$ cat src/rtl/serial_feeder_pkg.sv
// serial_feeder_pkg: shared types and constants for the serial feeder.
// Latency: n/a (declarations only).
// Backpressure: n/a.
package serial_feeder_pkg;

   // PARITY is only reachable when SERIAL_FEEDER_PARITY_EN is defined
   typedef enum logic [1:0] {
      IDLE   = 2'd0,
      SHIFT  = 2'd1,
      PARITY = 2'd2
   } state_type;

   // level driven on serial_out whenever no bit is in flight
   localparam logic IDLE_LEVEL = 1'b0;

   // words leave the shifter most-significant bit first
   localparam logic MSB_FIRST = 1'b1;

endpackage

$ cat src/rtl/serial_feeder_bit_tick_counter.sv
// bit_tick_counter: counts clocks within one serial bit and flags the last one.
// Latency: rollover_flag is combinational from the count, high in clock CLKS_PER_BIT-1 of a bit.
// Backpressure: none; counts whenever enable is high, clear has priority.
module bit_tick_counter #(
   parameter int CLKS_PER_BIT = 1
) (
   input  logic clk,
   input  logic n_rst,
   input  logic clear,
   input  logic enable,
   output logic rollover_flag
);

   localparam int TW = (CLKS_PER_BIT > 1) ? $clog2(CLKS_PER_BIT) : 1;
   localparam logic [TW-1:0] TERMINAL = TW'(CLKS_PER_BIT - 1);

   logic [TW-1:0] count_q;
   logic [TW-1:0] count_d;

   assign rollover_flag = enable && (count_q == TERMINAL);

   // next count: clear on word load, wrap to zero at terminal count
   always_comb begin
      count_d = count_q;
      if (clear) begin
         count_d = '0;
      end else if (enable) begin
         count_d = rollover_flag ? '0 : count_q + TW'(1);
      end
   end

   // tick count register
   always_ff @(posedge clk or negedge n_rst) begin
      if (!n_rst) begin
         count_q <= '0;
      end else begin
         count_q <= count_d;
      end
   end

endmodule

$ cat src/rtl/serial_feeder.sv
// serial_feeder: MSB-first parallel-to-serial feeder with a one-word hold register.
// Latency: word accepted at edge k drives its MSB from cycle k+1; each bit lasts CLKS_PER_BIT clocks.
// Backpressure: load_ready = !hold_full; producer stalls until the shifter drains the hold word.
// Optional feature macro: SERIAL_FEEDER_PARITY_EN appends an even-parity bit to every word.
module serial_feeder
   import serial_feeder_pkg::*;
#(
   parameter int NUM_BITS     = 8,
   parameter int CLKS_PER_BIT = 1
) (
   input  logic                clk,
   input  logic                n_rst,
   input  logic [NUM_BITS-1:0] load_data,
   input  logic                load_valid,
   output logic                load_ready,
   output logic                serial_out,
   output logic                bit_strobe,
   output logic                word_done,
   output logic                busy
);

   localparam int BCW = $clog2(NUM_BITS + 1);
   localparam logic [BCW-1:0] LAST_BIT = BCW'(NUM_BITS - 1);

   state_type           state_q, state_d;
   logic [NUM_BITS-1:0] shift_q, shift_d;
   logic [NUM_BITS-1:0] hold_q, hold_d;
   logic                hold_full_q, hold_full_d;
   logic [BCW-1:0]      bit_cnt_q, bit_cnt_d;
   logic                strobe_q, strobe_d;
`ifdef SERIAL_FEEDER_PARITY_EN
   logic                parity_q, parity_d;
`endif

   logic                accept;
   logic                tick_done;
   logic                last_bit;
   logic                frame_end;
   logic                load_en;
   logic [NUM_BITS-1:0] load_word;
   logic                line_bit;

   assign accept   = load_valid && !hold_full_q;
   assign last_bit = (bit_cnt_q == LAST_BIT);
   assign line_bit = MSB_FIRST ? shift_q[NUM_BITS-1] : shift_q[0];

`ifdef SERIAL_FEEDER_PARITY_EN
   assign frame_end = (state_q == PARITY) && tick_done;
`else
   assign frame_end = (state_q == SHIFT) && tick_done && last_bit;
`endif

   bit_tick_counter #(
      .CLKS_PER_BIT(CLKS_PER_BIT)
   ) u_tick (
      .clk          (clk),
      .n_rst        (n_rst),
      .clear        (load_en),
      .enable       (busy),
      .rollover_flag(tick_done)
   );

   // next-state: bit advance, frame end (hold drain or bypass), hold capture
   always_comb begin
      state_d     = state_q;
      shift_d     = shift_q;
      hold_d      = hold_q;
      hold_full_d = hold_full_q;
      bit_cnt_d   = bit_cnt_q;
      strobe_d    = 1'b0;
      load_en     = 1'b0;
      load_word   = load_data;
`ifdef SERIAL_FEEDER_PARITY_EN
      parity_d    = parity_q;
`endif

      case (state_q)
         IDLE: begin
            if (accept) begin
               load_en = 1'b1;
            end
         end
         SHIFT: begin
            if (tick_done) begin
               if (!last_bit) begin
                  shift_d   = MSB_FIRST ? {shift_q[NUM_BITS-2:0], 1'b0}
                                        : {1'b0, shift_q[NUM_BITS-1:1]};
                  bit_cnt_d = bit_cnt_q + BCW'(1);
                  strobe_d  = 1'b1;
               end
`ifdef SERIAL_FEEDER_PARITY_EN
               else begin
                  state_d  = PARITY;
                  strobe_d = 1'b1;
               end
`endif
            end
         end
`ifdef SERIAL_FEEDER_PARITY_EN
         PARITY: begin
            // frame end is handled below
         end
`endif
         default: begin
            state_d = IDLE;
         end
      endcase

      // end of frame: the held word wins; an accept here cannot coexist with a full hold
      if (frame_end) begin
         if (hold_full_q) begin
            load_en     = 1'b1;
            load_word   = hold_q;
            hold_full_d = 1'b0;
         end else if (accept) begin
            load_en = 1'b1;
         end else begin
            state_d = IDLE;
         end
      end

      // an accepted word the shifter cannot take right now waits in hold
      if (accept && !load_en) begin
         hold_d      = load_data;
         hold_full_d = 1'b1;
      end

      if (load_en) begin
         shift_d   = load_word;
         bit_cnt_d = '0;
         state_d   = SHIFT;
         strobe_d  = 1'b1;
`ifdef SERIAL_FEEDER_PARITY_EN
         parity_d  = ^load_word;
`endif
      end
   end

   // state, datapath and flag registers
   always_ff @(posedge clk or negedge n_rst) begin
      if (!n_rst) begin
         state_q     <= IDLE;
         shift_q     <= '0;
         hold_q      <= '0;
         hold_full_q <= 1'b0;
         bit_cnt_q   <= '0;
         strobe_q    <= 1'b0;
`ifdef SERIAL_FEEDER_PARITY_EN
         parity_q    <= 1'b0;
`endif
      end else begin
         state_q     <= state_d;
         shift_q     <= shift_d;
         hold_q      <= hold_d;
         hold_full_q <= hold_full_d;
         bit_cnt_q   <= bit_cnt_d;
         strobe_q    <= strobe_d;
`ifdef SERIAL_FEEDER_PARITY_EN
         parity_q    <= parity_d;
`endif
      end
   end

   // line driver: current data bit, parity bit, or idle level
   always_comb begin
      serial_out = IDLE_LEVEL;
      case (state_q)
         SHIFT:   serial_out = line_bit;
`ifdef SERIAL_FEEDER_PARITY_EN
         PARITY:  serial_out = parity_q;
`endif
         default: serial_out = IDLE_LEVEL;
      endcase
   end

   assign load_ready = !hold_full_q;
   assign bit_strobe = strobe_q;
   assign word_done  = frame_end;
   assign busy       = (state_q != IDLE);

endmodule

$ cat config.mk
export PLATFORM = sky130hd
export DESIGN_NAME = serial_feeder
export DESIGN_NICKNAME = d
export VERILOG_FILES = /design/src/rtl/serial_feeder_pkg.sv /design/src/rtl/serial_feeder_bit_tick_counter.sv /design/src/rtl/serial_feeder.sv
export SDC_FILE = /design/constraint.sdc
export NUM_CORES = 1
export LEC_CHECK = 0
export ABC_AREA = 1
export CAP_MARGIN = 20
export CORE_MARGIN = 2
export CORE_UTILIZATION = 45
export DETAILED_ROUTE_END_ITERATION = 16
export DONT_BUFFER_PORTS = 1
export SLEW_MARGIN = 15
export SYNTH_ARGS = -nofsm -noshare
export SYNTH_HDL_FRONTEND = slang
export SYNTH_SLANG_ARGS = --single-unit
$ cat constraint.sdc
create_clock -name clk -period 2 [get_ports clk]
set_input_delay 0.4 -clock clk [delete_from_list [all_inputs] [get_ports clk]]
set_output_delay 0.4 -clock clk [all_outputs]
set_load 0.03 [all_outputs]
==> results.md, run 1 <==
- Transition time at the pin with the least slew margin: 0.5535 ns
- Type of the worst min-delay path: input pin to flip-flop
- Global-route wire length before repair: 4961 um
- Family with the most delay on the worst path: simple AND/OR/NAND/NOR gates
- Number of standard-cell rows in the floorplan: 20
- Global routing usage summed across all routing layers: 18.14%
- Unique cell type count in the Yosys netlist: 27
- Finish-stage setup viols: 0
- Max Fclk: 522.9 MHz
- Ranking of synthesized cells by instance count: 71 x nand2_1, 25 x dfrtp_1, 16 x inv_1, 15 x nand3_1, 12 x o21ai_0
- Register area: 625.6 um2
- CTS clk-pin slew, worst paths: 0.16 ns
- Cell count after synthesis: 185
- Final max-slew violation count: 0
- Synthesized-area fraction occupied by and/or/nand/nor cells: 41.03%
- Crit path cell chain: ha_2, nand2_2, nor2_8, nand2_4, clkinv_4
- PwrDens: 574.4 nW/um2
- Adder-cell share of the synthesized area: 0.8711%
- Max Root-Sink Buffers: 2
- Cell count along the critical path: 5
- Die width: 60.50 um
- Clock latency at the later pin of the worst-skew pair: 0.34 ns
- Dominant combinational cell family by area after synthesis: simple AND/OR/NAND/NOR gates
- Antenna diode instance count: 0
- Worst relative slew slack: 62.96%
- Cell leakage power: 0.0008298 uW
- Number of design-rule violations left by the first detailed-router iteration: 52
- Cell taking the most area after synthesis: dfrtp_1
- Syn_nets: 197
- Initial cell density of the core: 47.05%
- Hold path cells: 2
- Setup crit end kind: output pin
- Data required time at the worst endpoint: 1.60 ns
- Worst-case hold slack: 0.1800 ns
- Reg2Reg Depth: 8
- Max-capacitance violation count: 0
- Highest ir drop seen on vdd: 0.0002940 V
- Final weighted congestion in routability-driven placement: 0.8742
- Number of antenna violations at the first check in global routing: 0
- Number of levels in the clock H-tree: 1
- Number of buffers created by CTS: 3
- Mean instance size in the synthesized netlist: 7.764 um2
- Fraction of final layout cells with drive strength greater than 1: 15.71%
- CTS tree: built
- Number of primary I/O pins: 16
- Critical path buffer and inverter count: 1
- Port Buffer Count: 0
- Via count of the first global-routing pass: 1105
- Synthesis-to-layout area growth: 7.578%
- Total vias in the final route: 1151
- Number of nets with antenna violations after detailed routing: 0
- Flip-flop cell with the highest count after synthesis: dfrtp_1
- Compound-cell area share of the yosys netlist: 4.530%
- Fillers: 318
- Type of element launching the critical path: flip-flop
- DR pass1 iterations: 4
- Most used standard cell by instance count after synthesis: nand2_1
- Warning count from the yosys run: 0
- Synth area leaders: dfrtp_1 44%, nand2_1 19%, nand3_1 5.2%, o21ai_0 4.2%, inv_1 4.2%
- Multiplexer share of the synthesized area: 0%
- Kind of critical path: flip-flop to output pin
- Via density per instance: 4.898
- Xor/xnor cell area share of the yosys netlist: 0.6098%
- Combined area of the multi-input logic cells: 681.9 um2
- Worst clock skew: 0.01580 ns
- Die area: 3660 um2
- Net total in the final layout: 204
- Part of the Yosys area used for sequential elements: 43.55%
- Post-Synthesis Cell Area: 1436 um2
- DP HPWL: 2070 um
- Number of clock sinks: 25
- Status: finished, final reports clean
- Fin. Hold Viols: 0
- Maximum number of pins on one net before global-route repair: 26
- Die Height: 60.50 um
- DRC Markers: 0
- Core Area: 3053 um2
- CP Data Arrival Time: 1.51 ns
- Post-Route WL: 2935 um
- Fraction of synthesized cell area taken by the top area cell type: 43.55%
- Grt total ovfl: 0
- Unrepaired setup endpoints after global routing: false
- Async SR Flop Fraction: 100.0%
- Stage delay of the slowest cell on the critical path: 0.42 ns
- Final sum of negative setup slack: 0 ns
- Largest fanout on the critical path: 11
- Cell with the largest stage delay on the worst path: dfrtp_1
- Share of the cycle needed by the critical path after routing: 95.62%
- Number of enable-type register cells in the synthesized netlist: 0
- Mean routed wirelength per cell: 12.49 um
- Clock root buffer: clkbuf_4
- Count of state elements after synthesis: 25
- Post-route minimum period: 1.912 ns
[layout by cell type (no fill, tap or decap), types with 2 or more instances in the layout]
cell type  count
clkbuf_4       3
buf_4          6
nand3_4        2
nand2_2        5
nand4_1        6
o21ai_0       12
nor2_1         9
nand2_1       71
nand3_2        2
inv_1         16
dfrtp_1       25
nand2_4        3
nand3_1       15
[cell families (layout without fill, tap and decap cells)]
kind of cell,after synthesis,after routing
AOI/OAI and AO/OA,13,13
xor gates and xnor gates,1,1
adders and majority gates,1,1
buffers and inverters,25,31
DFF,25,25
other,1,1
and+or+nand+nor,119,119
[per-layer routing]
metal	vias to the layer above	global-route usage [%]	wire length [um]
met4	0	6.522	30
met2	29	29.04	1450
met1	524	25.03	1342
li1	594	-	-
met5	-	0	0
met3	4	2.985	111
[cell type report]
cell class / count / share of cell area, %
well taps: 44 / 3.563
clock buffers: 3 / 1.457
inverters: 19 / 5.020
multi-input cells: 135 / 44.13
flip-flops and latches: 25 / 40.49
repair buffers: 8 / 4.858
clock inverters: 1 / 0.4858
[flip-flops by register name (all words and copies together) (netlist names)]
register        count
hold_q              8
shift_q             8
bit_cnt_q           4
state_q             2
bit_strobe          1
hold_full_q         1
u_tick.count_q      1
[through the flow]
step	setup WS, ns	total power (uW)	cell area (um2)	cells	utilization (%)
detailed placement	0.4067	633.8	1438	223	47.09
CTS	0.01079	888.5	1498	229	49.06
finish	0.08756	887.5	1545	235	50.61
global placement	0.4744	629.8	1438	223	47.09
floorplan	0.4823	616.6	1436	185	-
global route	0.007933	932.5	1545	235	50.61
[power breakdown]
part	internal, uW	switching [uW]
logic	35.7	53.5
clock network	76.6	170
registers	533	19.3
total	645	243
[timing repair]
action	in CTS	in global routing
endpoints found under the hold margin	25	0
resized for setup	0	1
hold buffers	2	0
setup endpoints to repair	0	1
buffers inserted	0	6
[final timing paths]
kind	from	end	slack [ns]
setup / recovery	bit_cnt_q[0]$_DFFE_PN0P_	word_done	0.09
hold reg to reg	hold_q[7]$_DFFE_PN0P_	hold_q[7]$_DFFE_PN0P_	0.50
max in group asynchronous	n_rst	hold_q[6]$_DFFE_PN0P_	1.35
setup reg to reg	bit_cnt_q[0]$_DFFE_PN0P_	shift_q[1]$_DFFE_PN0P_	0.45
min in group asynchronous	n_rst	bit_cnt_q[2]$_DFFE_PN0P_	0.49
hold / removal	load_data[4]	hold_q[4]$_DFFE_PN0P_	0.18
(Power assumes the default switching activity.)
==> inputs of run 2 (changes only) <==
Settings changed: CAP_MARGIN 20 to 25.
==> results of run 2 <==
Final layout, timing and power as in run 1 (identical DEF).
==> inputs of run 3 (changes only) <==
Settings changed: SLEW_MARGIN 15 to unset.
==> results of run 3 <==
Final layout, timing and power as in run 1 (identical DEF).
